File: src/rtl/vga_sync_controller_if.sv
// Raster timing bus: the VGA sync controller drives it (master), the Pong renderer reads it (slave).
// frame_count exists only when VGA_FRAME_CNT_EN is defined.
interface vga_sync_controller_if #(
  parameter int H_TOTAL = 800,
  parameter int V_TOTAL = 525
);
  localparam int HW = $clog2(H_TOTAL);
  localparam int VW = $clog2(V_TOTAL);

  logic          enable;
  logic          pixel_tick;
  logic          hsync;
  logic          vsync;
  logic          video_on;
  logic [HW-1:0] pixel_x;
  logic [VW-1:0] pixel_y;
  logic          line_start;
  logic          frame_start;
`ifdef VGA_FRAME_CNT_EN
  logic [7:0]    frame_count;
`endif

  modport master (
    input  enable,
    output pixel_tick, hsync, vsync, video_on, pixel_x, pixel_y, line_start, frame_start
`ifdef VGA_FRAME_CNT_EN
    , output frame_count
`endif
  );

  modport slave (
    input enable, pixel_tick, hsync, vsync, video_on, pixel_x, pixel_y, line_start, frame_start
`ifdef VGA_FRAME_CNT_EN
    , input frame_count
`endif
  );
endinterface

File: src/rtl/vga_sync_controller.sv
// 640x480@60 raster sequencer on the 50 MHz clock using a 25 MHz pixel-enable strobe.
// Optional frame counter: define VGA_FRAME_CNT_EN.
module vga_sync_controller #(
  parameter int H_DISPLAY = 640,
  parameter int H_FRONT   = 16,
  parameter int H_SYNC    = 96,
  parameter int H_BACK    = 48,
  parameter int V_DISPLAY = 480,
  parameter int V_FRONT   = 10,
  parameter int V_SYNC    = 2,
  parameter int V_BACK    = 33,
  parameter int SYNC_POL  = 0
) (
  input  logic                  clk50M,
  input  logic                  reset,
  vga_sync_controller_if.master vga
);
  localparam int H_TOTAL = H_DISPLAY + H_FRONT + H_SYNC + H_BACK;
  localparam int V_TOTAL = V_DISPLAY + V_FRONT + V_SYNC + V_BACK;
  localparam int HW = $clog2(H_TOTAL);
  localparam int VW = $clog2(V_TOTAL);
  localparam logic [HW-1:0] H_LAST = HW'(H_TOTAL - 1);
  localparam logic [VW-1:0] V_LAST = VW'(V_TOTAL - 1);
  localparam logic SYNC_ACT = (SYNC_POL != 0);

  typedef enum logic [1:0] {DISPLAY, FRONT, SYNC, BACK} raster_phase_e;

  logic          clear;
  logic          tick_phase;
  logic          advance;
  logic          line_wrap;
  logic          frame_wrap;
  logic [HW-1:0] x, x_next;
  logic [VW-1:0] y, y_next;
  raster_phase_e h_state, h_next;
  raster_phase_e v_state, v_next;

  function automatic raster_phase_e h_phase(input logic [HW-1:0] px);
    int v;
    v = int'(px);
    if (v < H_DISPLAY)                          return DISPLAY;
    else if (v < H_DISPLAY + H_FRONT)           return FRONT;
    else if (v < H_DISPLAY + H_FRONT + H_SYNC)  return SYNC;
    else                                        return BACK;
  endfunction

  function automatic raster_phase_e v_phase(input logic [VW-1:0] py);
    int v;
    v = int'(py);
    if (v < V_DISPLAY)                          return DISPLAY;
    else if (v < V_DISPLAY + V_FRONT)           return FRONT;
    else if (v < V_DISPLAY + V_FRONT + V_SYNC)  return SYNC;
    else                                        return BACK;
  endfunction

  // Reset and a dropped enable share one clear path, so re-enabling behaves like a reset release.
  assign clear      = reset || !vga.enable;
  assign advance    = !clear && tick_phase;
  assign line_wrap  = advance && (x_next == '0);
  assign frame_wrap = line_wrap && (y_next == '0);

  always_comb begin
    // NOTE: every combinational output gets its default first so no path can infer a latch.
    x_next = x;
    y_next = y;
    if (clear) begin
      x_next = '0;
      y_next = '0;
    end else if (advance) begin
      if (x >= H_LAST) begin
        x_next = '0;
        y_next = (y >= V_LAST) ? '0 : y + VW'(1);
      end else begin
        x_next = x + HW'(1);
      end
    end
    h_next = h_phase(x_next);
    v_next = v_phase(y_next);
  end

  always_ff @(posedge clk50M) begin
    // NOTE: sequential state uses non-blocking assignment so every flop samples pre-edge values.
    if (clear) begin
      tick_phase      <= 1'b0;
      x               <= '0;
      y               <= '0;
      h_state         <= DISPLAY;
      v_state         <= DISPLAY;
      vga.pixel_tick  <= 1'b0;
      vga.video_on    <= 1'b0;
      vga.line_start  <= 1'b0;
      vga.frame_start <= 1'b0;
    end else begin
      tick_phase      <= ~tick_phase;
      x               <= x_next;
      y               <= y_next;
      h_state         <= h_next;
      v_state         <= v_next;
      vga.pixel_tick  <= tick_phase;
      vga.video_on    <= (h_next == DISPLAY) && (v_next == DISPLAY);
      vga.line_start  <= line_wrap;
      vga.frame_start <= frame_wrap;
    end
  end

  // Syncs decode the registered phase, which already tracks the coordinate shown this cycle.
  assign vga.hsync   = (h_state == SYNC) ? SYNC_ACT : ~SYNC_ACT;
  assign vga.vsync   = (v_state == SYNC) ? SYNC_ACT : ~SYNC_ACT;
  assign vga.pixel_x = x;
  assign vga.pixel_y = y;

`ifdef VGA_FRAME_CNT_EN
  // The wrap that closes the first frame after a clear is not counted.
  logic first_frame_seen;

  always_ff @(posedge clk50M) begin
    if (clear) begin
      first_frame_seen <= 1'b0;
      vga.frame_count  <= '0;
    end else if (frame_wrap) begin
      first_frame_seen <= 1'b1;
      if (first_frame_seen) vga.frame_count <= vga.frame_count + 8'd1;
    end
  end
`endif
endmodule

File: src/flat_wrapper.sv
// flat-port wrapper written by rule: the top's interface ports become plain ports
module vga_sync_controller_flat 
#(
  parameter int H_DISPLAY = 640,
  parameter int H_FRONT   = 16,
  parameter int H_SYNC    = 96,
  parameter int H_BACK    = 48,
  parameter int V_DISPLAY = 480,
  parameter int V_FRONT   = 10,
  parameter int V_SYNC    = 2,
  parameter int V_BACK    = 33,
  parameter int SYNC_POL  = 0
)
  (clk50M, reset, vga_enable, vga_pixel_tick, vga_hsync, vga_vsync, vga_video_on, vga_pixel_x, vga_pixel_y, vga_line_start, vga_frame_start);
  vga_sync_controller_if #(.H_TOTAL(800), .V_TOTAL(525)) vga_i ();
  input  logic clk50M;
  input  logic reset;
  input wire logic [$bits(vga_i.enable)-1:0] vga_enable;
  output wire logic [$bits(vga_i.pixel_tick)-1:0] vga_pixel_tick;
  output wire logic [$bits(vga_i.hsync)-1:0] vga_hsync;
  output wire logic [$bits(vga_i.vsync)-1:0] vga_vsync;
  output wire logic [$bits(vga_i.video_on)-1:0] vga_video_on;
  output wire logic [$bits(vga_i.pixel_x)-1:0] vga_pixel_x;
  output wire logic [$bits(vga_i.pixel_y)-1:0] vga_pixel_y;
  output wire logic [$bits(vga_i.line_start)-1:0] vga_line_start;
  output wire logic [$bits(vga_i.frame_start)-1:0] vga_frame_start;
  assign vga_i.enable = vga_enable;
  assign vga_pixel_tick = vga_i.pixel_tick;
  assign vga_hsync = vga_i.hsync;
  assign vga_vsync = vga_i.vsync;
  assign vga_video_on = vga_i.video_on;
  assign vga_pixel_x = vga_i.pixel_x;
  assign vga_pixel_y = vga_i.pixel_y;
  assign vga_line_start = vga_i.line_start;
  assign vga_frame_start = vga_i.frame_start;
  vga_sync_controller #(.H_DISPLAY(H_DISPLAY), .H_FRONT(H_FRONT), .H_SYNC(H_SYNC), .H_BACK(H_BACK), .V_DISPLAY(V_DISPLAY), .V_FRONT(V_FRONT), .V_SYNC(V_SYNC), .V_BACK(V_BACK), .SYNC_POL(SYNC_POL)) u_core (.clk50M(clk50M), .reset(reset), .vga(vga_i));
endmodule
File: config.mk
export PLATFORM = sky130hd
export DESIGN_NAME = vga_sync_controller_flat
export DESIGN_NICKNAME = d
export VERILOG_FILES = /design/src/rtl/vga_sync_controller_if.sv /design/src/rtl/vga_sync_controller.sv /design/src/flat_wrapper.sv
export SDC_FILE = /design/constraint.sdc
export NUM_CORES = 1
export LEC_CHECK = 0
export BUFFER_PORTS_ARGS = -buffer_cell sky130_fd_sc_hd__buf_2
export CAP_MARGIN = 20
export CORE_ASPECT_RATIO = 1.25
export CORE_MARGIN = 10
export CORE_UTILIZATION = 34
export CTS_BUF_LIST = sky130_fd_sc_hd__clkbuf_4 sky130_fd_sc_hd__clkbuf_8
export CTS_CLUSTER_DIAMETER = 100
export DETAILED_ROUTE_END_ITERATION = 16
export RECOVER_POWER = 50
export SYNTH_ARGS = -nofsm -noshare
export SYNTH_HDL_FRONTEND = slang
export SYNTH_SLANG_ARGS = --single-unit
File: constraint.sdc
create_clock -name clk50M -period 3.1 [get_ports clk50M]
set_clock_uncertainty 0.2 [all_clocks]
set_input_delay 0.31 -clock clk50M [delete_from_list [all_inputs] [get_ports clk50M]]
set_output_delay 0.31 -clock clk50M [all_outputs]
set_load 0.01 [all_outputs]
# After elaboration in Yosys (flattened, before gate mapping)
# Cells that the tools add are included.
dict set report word_totals {
  elab_cells 48
  inputBits 3
  mem_bits_rw 0
  romBits 0
  out_inout_bits 26
  latchBits 0
  ff_bits 29
  mem_count 0
}
dict set report classes {
  eq_ne 2
  n_lt_le_gt_ge 8
  mul 0
  n_mux 15
  n_reduce_logical 11
  n_addsub 2
  n_shift 0
  div 0
  n_bitwise 1
}
# cell count
set ops {}
lappend ops {{$mux W10} 7}
lappend ops {{$lt A10 B10 Y1 const B} 3}
lappend ops {{$lt A10 B9 Y1 const B} 3}
lappend ops {{$add A10 B1 Y10 const B} 2}
lappend ops {{$ge A10 B10 Y1 const B} 2}
lappend ops {{$logic_not A10 Y1} 2}
lappend ops {{$mux W2} 4}
lappend ops {{$eq A2 B2 Y1 const B} 2}
lappend ops {{$logic_and A1 B1 Y1} 4}
lappend ops {{$logic_not A2 Y1} 2}
lappend ops {{$mux W1} 4}
lappend ops {{$logic_not A1 Y1} 2}
lappend ops {{$logic_or A1 B1 Y1} 1}
lappend ops {{$not A1 Y1} 1}

# Longest topological paths before layout
# Gate-level depths: netlist of run 1.
dict set report depth {
  ltp_word 12
  ltp_mapped 8
  mapped_depth_nobuf 7
}

# Least setup slack after synthesis of run 1
# No wires, ideal clock.
dict set report synth_timing {
  path_type {reg-to-reg}
  start {register u_core.x[0] (netlist: u_core.vga.pixel_x[0])}
  end {register u_core.vga.frame_start}
  setup_slack_ns 0.690
  path_stages_with_launch 9
  synth_period_minus_slack_ns 2.410
  t_arrival_ns 2.149
  cell_sequence {dfxtp_1 > ha_1 > and4_4 > o21a_4 > buf_12 > a211oi_1 > or4_1 > nor4b_2 > and4_1}
}
dict set report synth_between {
  elab_chain_cells 7
  elab_cells_between_ends 12
  cone_classes {add/sub: 1; order compare: 1; mux: 6; reduce/logical: 4}
}
# element line
set synth_lines {}
lappend synth_lines {{start: declaration} vga_sync_controller.sv:33} ;# logic [HW-1:0] x, x_next;
lappend synth_lines {{start signal: assignment} vga_sync_controller.sv:95} ;# x <= x_next;
lappend synth_lines {{$add A10 B1 Y10 / $ge A10 B10 Y1 (equally long branches)} {vga_sync_controller.sv:74, vga_sync_controller.sv:70}}
lappend synth_lines {{$mux W10} vga_sync_controller.sv:70} ;# if (x >= H_LAST) begin
lappend synth_lines {{$mux W10} vga_sync_controller.sv:69} ;# end else if (advance) begin
lappend synth_lines {{$mux W10} vga_sync_controller.sv:66} ;# if (clear) begin
lappend synth_lines {{$logic_not A10 Y1} vga_sync_controller.sv:59} ;# assign line_wrap = advance && (x_next == '0);
lappend synth_lines {{$logic_and A1 B1 Y1} vga_sync_controller.sv:59}
lappend synth_lines {{$logic_and A1 B1 Y1 (*)} vga_sync_controller.sv:60} ;# assign frame_wrap = line_wrap && (y_next == '0);
lappend synth_lines {{end signal: assignment} vga_sync_controller.sv:102} ;# vga.frame_start <= frame_wrap;
lappend synth_lines {{end: declaration} vga_sync_controller_if.sv:25} ;# output pixel_tick, hsync, vsync, video_on, pixel_x, pixel_y, line_start, frame_start
# Every way passes the cells marked *; elsewhere a longest branch is shown, timed or not.
# A chain may end at the register's enable or synchronous reset.

# Worst setup path after layout of run 1
dict set report layout_timing {
  start {register u_core.x[0] (netlist: u_core.vga.pixel_x[0])}
  end {register u_core.vga.video_on}
}
dict set report layout_between {
  elab_chain_cells 10
  elab_cells_between_ends 23
  cone_classes {add/sub: 1; order compare: 7; mux: 12; reduce/logical: 3}
}
# element line
set layout_lines {}
lappend layout_lines {{$add A10 B1 Y10 / $ge A10 B10 Y1 (equally long branches)} {vga_sync_controller.sv:74, vga_sync_controller.sv:70}}
lappend layout_lines {{$mux W10} vga_sync_controller.sv:70}
lappend layout_lines {{$mux W10} vga_sync_controller.sv:69}
lappend layout_lines {{$mux W10} vga_sync_controller.sv:66}
lappend layout_lines {{$lt A10 B10 Y1 / $lt A10 B9 Y1 (equally long branches)} {vga_sync_controller.sv:43, vga_sync_controller.sv:52}}
lappend layout_lines {{$mux W1, on equally long branches} {vga_sync_controller.sv:43, vga_sync_controller.sv:52}}
lappend layout_lines {{$mux W2, on equally long branches} {vga_sync_controller.sv:42, vga_sync_controller.sv:51}}
lappend layout_lines {{$mux W2, on equally long branches} {vga_sync_controller.sv:41, vga_sync_controller.sv:50}}
lappend layout_lines {{$logic_not A2 Y1} vga_sync_controller.sv:100} ;# vga.video_on <= (h_next == DISPLAY) && (v_next == DISPLAY);
lappend layout_lines {{$logic_and A1 B1 Y1 (*)} vga_sync_controller.sv:100}
lappend layout_lines {{end signal: assignment} vga_sync_controller.sv:100}
lappend layout_lines {{end: declaration} vga_sync_controller_if.sv:25}
# Marks and branches as above.

==> flow_metrics.tcl, run 1 <==
set metrics [dict create \
    synth_seq_area_share_pct 36.3 \
    cp-start-kind "flip-flop" \
    fin_nets 216 \
    start_util_pct 35.6 \
    hold_viol 0 \
    worstMarginPinSlew_ns 0.676 \
    cts_inserted_buffers 5 \
    worst_path_largest_cell_delay_ns 0.55 \
    path_max_fanout 8 \
    crit_path_end_kind "flip-flop" \
    antenna_found_initial 0 \
    post-route-util_pct 41.6 \
    routed_wl_mm 4.42 \
    place_area_um2 1770 \
    clk_latency_ns 0.29 \
    clk_pin_slew_worst_paths_ns 0.07 \
    r2r_setup_slack_ns 0.50 \
    routed_via_density 5.71 \
    grt_pass1_wl_mm 7.37 \
    hpwl_mm 3.42 \
    synth_top_area_cell "dfxtp_1" \
    critPathSlowestCell "or4_1" \
    slew_headroom_pct 54.6 \
    syn_to_final_growth_pct 16.9 \
    crit_type "flip-flop to flip-flop" \
    tns_ns 0 \
    post-place-ws_ns 0.536 \
    synth-seq-cells 29 \
    dieHeight_um 96.7 \
    synth_top_cells_by_area "dfxtp_1 (36%), nand3_1 (3.8%), nand2_1 (3.3%)" \
    cts.htree.levels 2 \
    grt_use_total_pct 11.8 \
    vias 1536 \
    first_pass_iters 4 \
    die_x_um 81.3 \
    finalPower_uw 873 \
    hold_class "flip-flop to flip-flop" \
    syn_area_um2 1600 \
    dieArea_um2 7860 \
    yosysUniqueCellTypes 60 \
    power.density_nw_per_um2 467 \
    rsz0062_at_grt "no" \
    numPortBuffers 28 \
    design_area_um2 1870 \
    min_period_ns 2.60 \
    leakagePower_uw 0.000636 \
    drt-initial-drc-count 143 \
    peakVddDrop_mv 0.230 \
    critPathTopFamily "simple AND/OR/NAND/NOR gates" \
    outcome "completed" \
    cts_resized 0 \
    syn_nets 186 \
    layout-drive-gt1-share_pct 14.2 \
    ant_nets 0 \
    cap_violations 0 \
    num_antenna_cells 0 \
    path_cells "ha_1 -> and4_4 -> o211ai_2 -> or4_1 -> o31ai_1 -> a41oi_1 -> and4_1" \
    wire_per_inst_um 16.4 \
    synth_edf_count 0 \
    clockBufferDepth 2 \
    place_congestion 0.852 \
    cts_tree "yes" \
    rows 27 \
    core-area_um2 4490 \
    cts_root_buf "clkbuf_8" \
    maxSlewViolCount 0 \
    post-route-drc-count 0 \
    ys.flop_type "dfxtp_1" \
    grt-ovfl-total 0 \
    crit_required_ns 3.08 \
    critPathBufInv 0 \
    cts.sinks 29 \
    fmax_mhz 384 \
    yosysWarnings 0 \
    postCtsHoldBufs 0 \
    grt_max_degree 15 \
    postCtsSetupBuffers 0 \
    synth_top_area_share_pct 36.3 \
    min_period_over_period_pct 83.9 \
    setup_viol 0 \
    io_pins 29 \
    syn_inst 180 \
    async_flop_share_pct 0 \
    setup_ws_ns 0.499 \
    crit_arrival_ns 2.58 \
    grt_pass1_vias 1485 \
    synth_area_per_cell_um2 8.88 \
]
==> Yosys cell counts, types with 3 or more instances <==
library cell  number
nand2b_1           5
a21oi_1            7
nor3_1             4
a211oi_1           4
and4_1             3
a31oi_1            4
nand4_1            5
nor4_1             3
inv_1              5
nor2_1            14
ha_1               3
or4_1              5
xor2_1             4
o31ai_1            3
nand2_1           14
nand3_1           12
dfxtp_1           29
o21ai_0            7
a21boi_0           3
==> layout make-up <==
type,instances,area [um^2]
clock buffer,5,68.8
multi-input combinational,141,956
timing repair buffer,28,108
inverter,5,18.8
clock inverter,3,65.1
tap,58,72.6
fill,476,2620
sequential,29,581
==> layout by cell type (no fill, tap or decap), drive strengths merged, types with 4 or more instances in the layout <==
master and n:
clkbuf 31, dfxtp 29, nand2 14, nor2 14
nand3 12, o21ai 8, a21oi 7, inv 5
nand2b 5, nand4 5, or4 5, a211oi 5
o31ai 5, xor2 4, nor3 4, a31oi 4
and4 4
==> sequential cells by signal, indices dropped and copies added (netlist names) <==
name / count
u_core.vga.line_start: 1
u_core.vga.pixel_y: 10
u_core.vga.pixel_x: 10
u_core.v_state: 2
u_core.vga.frame_start: 1
u_core.tick_phase: 1
u_core.vga.video_on: 1
u_core.vga.pixel_tick: 1
u_core.h_state: 2
==> routing by layer <==
| metal | vias up | track usage, % | share of wire, % |
|---|---|---|---|
| li1 | 752 | - | - |
| met1 | 719 | 13.0 | 41 |
| met2 | 53 | 19.0 | 49 |
| met3 | 12 | 4.53 | 7.6 |
| met4 | 0 | 5.44 | 2.5 |
| met5 | - | 0 | 0 |
==> where the power goes <==
group / internal (uW) / switching [uW]
Combinational: 6.41 / 13.1
Sequential: 375 / 2.61
Clock: 319 / 157
==> tightest hold or removal path, stage by stage (launching register included) <==
cell and delay (ns):
dfxtp_1 0.35, nand2b_1 0.08, a21oi_1 0.05
==> final timing paths <==
path / depth (start not counted) / to / from
setup / recovery: 7 / u_core.vga.video_on / u_core.vga.pixel_x[0]
hold / removal: 2 / u_core.vga.pixel_x[1] / u_core.vga.pixel_x[1]
setup reg to reg: 7 / u_core.vga.video_on / u_core.vga.pixel_x[0]
hold reg to reg: 2 / u_core.vga.pixel_x[1] / u_core.vga.pixel_x[1]
==> stage by stage <==
step	hold slack, ns	cells
6_report	0.332	269
5_1_grt	0.365	269
4_1_cts	0.288	269
3_5_place_dp	0.321	261
3_3_place_gp	0.307	261
2_1_floorplan	0.304	180
==> cells by family after synthesis <==
group	Yosys count	synth area share, %
buffers and inverters	10	3.91
xor gates and xnor gates	5	2.74
DFF	29	36.3
muxes	1	0.704
AOI/OAI and AO/OA	51	24.6
adders and majority gates	3	2.35
and+or+nand+nor	81	29.3
Note: power is estimated with default switching activity, not from simulation.
==> run 2, diff against run 1 <==
Clock period 3.1 ns to 2.1 ns, I/O delays scaled along.
==> flow_metrics.tcl, run 2 (same netlist as run 1, synthesis figures left out) <==
set metrics [dict create \
    cts_inserted_buffers 5 \
    whs_ns 0.261 \
    post-route-util_pct 56.7 \
    cap_violations 0 \
    use_met1_pct 14.6 \
    io_pins 29 \
    place_congestion 0.896 \
    tns_ns -1.00 \
    crit_path_end_kind "flip-flop" \
    grtUsageMet2_pct 22.7 \
    cts_root_buf "clkbuf_8" \
    worstReg2RegStart "u_core.vga.pixel_x[0]" \
    rr_endpoint "u_core.vga.video_on" \
    postCtsHoldBufs 0 \
    rows 27 \
    failed_checks "negative setup slack" \
    wire_per_inst_um 15.7 \
    n_fill_cell 421 \
    outcome "finished, violations left" \
    use_met3_pct 3.97 \
    post-place-ws_ns -0.276 \
    hold_class "primary input to flip-flop" \
    rsz0062_at_grt "yes" \
    numPortBuffers 28 \
    setup_ws_ns -0.223 \
    grt-ovfl-total 0 \
    vias 1813 \
    clk_latency_ns 0.28 \
    crit_required_ns 2.07 \
    crit_arrival_ns 2.29 \
    dp.cells 328 \
    grt_max_degree 10 \
    clk_pin_slew_worst_paths_ns 0.07 \
    min_period_ns 2.32 \
    min_period_over_period_pct 111 \
    r2r_setup_slack_ns -0.22 \
    leakagePower_uw 0.00109 \
    critPathTopFamily "simple AND/OR/NAND/NOR gates" \
    grt-busiest-layer "met2" \
    layout-drive-gt1-share_pct 50.9 \
    peakVddDrop_mv 0.331 \
    endpoint "u_core.vga.video_on" \
    fmax_mhz 430 \
    routed_via_density 5.35 \
    setup_viol 6 \
    fin_nets 286 \
    drt-initial-drc-count 103 \
    startpoint "u_core.vga.pixel_x[0]" \
    cts.sinks 29 \
    core-area_um2 4490 \
    cp.depth 8 \
    grt_pass1_vias 1807 \
    path_cells "ha_4 -> and4_4 -> o211ai_2 -> or4_4 -> o31ai_2 -> buf_4 -> a41oi_2 -> and4_1" \
    critPathBufInv 1 \
    r2r_cells 8 \
    cts_tree "yes" \
    worst_path_largest_cell_delay_ns 0.58 \
    fin_cells 339 \
    maxSlewViolCount 0 \
    post-route-drc-count 0 \
    final_common_cell "buf_4" \
    cts.htree.levels 2 \
    num_antenna_cells 0 \
    antenna_found_initial 0 \
    power.density_nw_per_um2 476 \
    start_util_pct 35.6 \
    ant_nets 0 \
    hold_viol 0 \
    hpwl_mm 4.12 \
    dieArea_um2 7860 \
    final_cell_mix "buf_4 (68), buf_2 (23), dfxtp_1 (22)" \
    first_pass_iters 4 \
    crit_type "flip-flop to flip-flop" \
    grt_pass1_wl_mm 8.54 \
    grt_use_total_pct 13.3 \
    clockBufferDepth 2 \
    routed_wl_mm 5.32 \
    dieHeight_um 96.7 \
    slew_headroom_pct 71.5 \
    path_max_fanout 6 \
    syn_to_final_growth_pct 59.4 \
    critPathSlowestCell "or4_4" \
    cp-start-kind "flip-flop" \
    worstMarginPinSlew_ns 0.424 \
    die_x_um 81.3 \
]
run 2: final cells by class:
cell class / instances / area [um^2] / share of cell area [%]
Multi-Input combinational cell: 141 / 1080 / 42.4
Timing Repair Buffer: 98 / 659 / 25.9
Sequential cell: 29 / 597 / 23.4
Clock buffer: 7 / 90.1 / 3.53
Tap cell: 58 / 72.6 / 2.85
Clock inverter: 1 / 30.0 / 1.18
Inverter: 5 / 18.8 / 0.736
run 2: metal layers:
metal,vias to the layer above,routed length (um)
met5,-,0
met4,0,150
met3,14,303
met2,52,2700
met1,857,2160
li1,890,-
run 2: power breakdown:
group          internal, uW  switching [uW]  leakage, uW
sequential              550            2.94     0.000238
clock                   399             211    0.0000619
combinational          23.7            26.0     0.000793
total                   973             240      0.00109
run 2: what timing repair did:
action	in CTS	in global routing
pin swaps	4	2
hold endpoints to repair	0	0
setup endpoints to repair	7	9
buffers inserted	2	1
gates resized for setup	17	10
run 2: worst register-to-register path, stage by stage, from the launching register on:
cell and delay, ns:
dfxtp_4 0.37, ha_4 0.14, and4_4 0.26, o211ai_2 0.16, or4_4 0.58, o31ai_2 0.08, buf_4 0.18, a41oi_2 0.05
and4_1 0.19
run 2: worst min-delay path by stage:
stage | start | end | slack, ns | depth (start not counted)
detailed placement | u_core.vga.pixel_x[9] | u_core.h_state[1] | 0.41 | 3
global placement | u_core.tick_phase | u_core.tick_phase | 0.39 | 2
finish | vga_enable | u_core.vga.pixel_x[3] | 0.26 | 3
floorplan | vga_enable | u_core.vga.pixel_x[3] | 0.27 | 2
CTS | vga_enable | u_core.vga.pixel_x[8] | 0.24 | 3
global route | vga_enable | u_core.vga.pixel_x[3] | 0.29 | 3
run 2: stage by stage:
step	power [uW]	area, um^2
after floorplan	589	1640
after global routing	1250	2550
after CTS	1230	2500
final	1210	2550
after detailed placement	615	2310
after global placement	615	2310
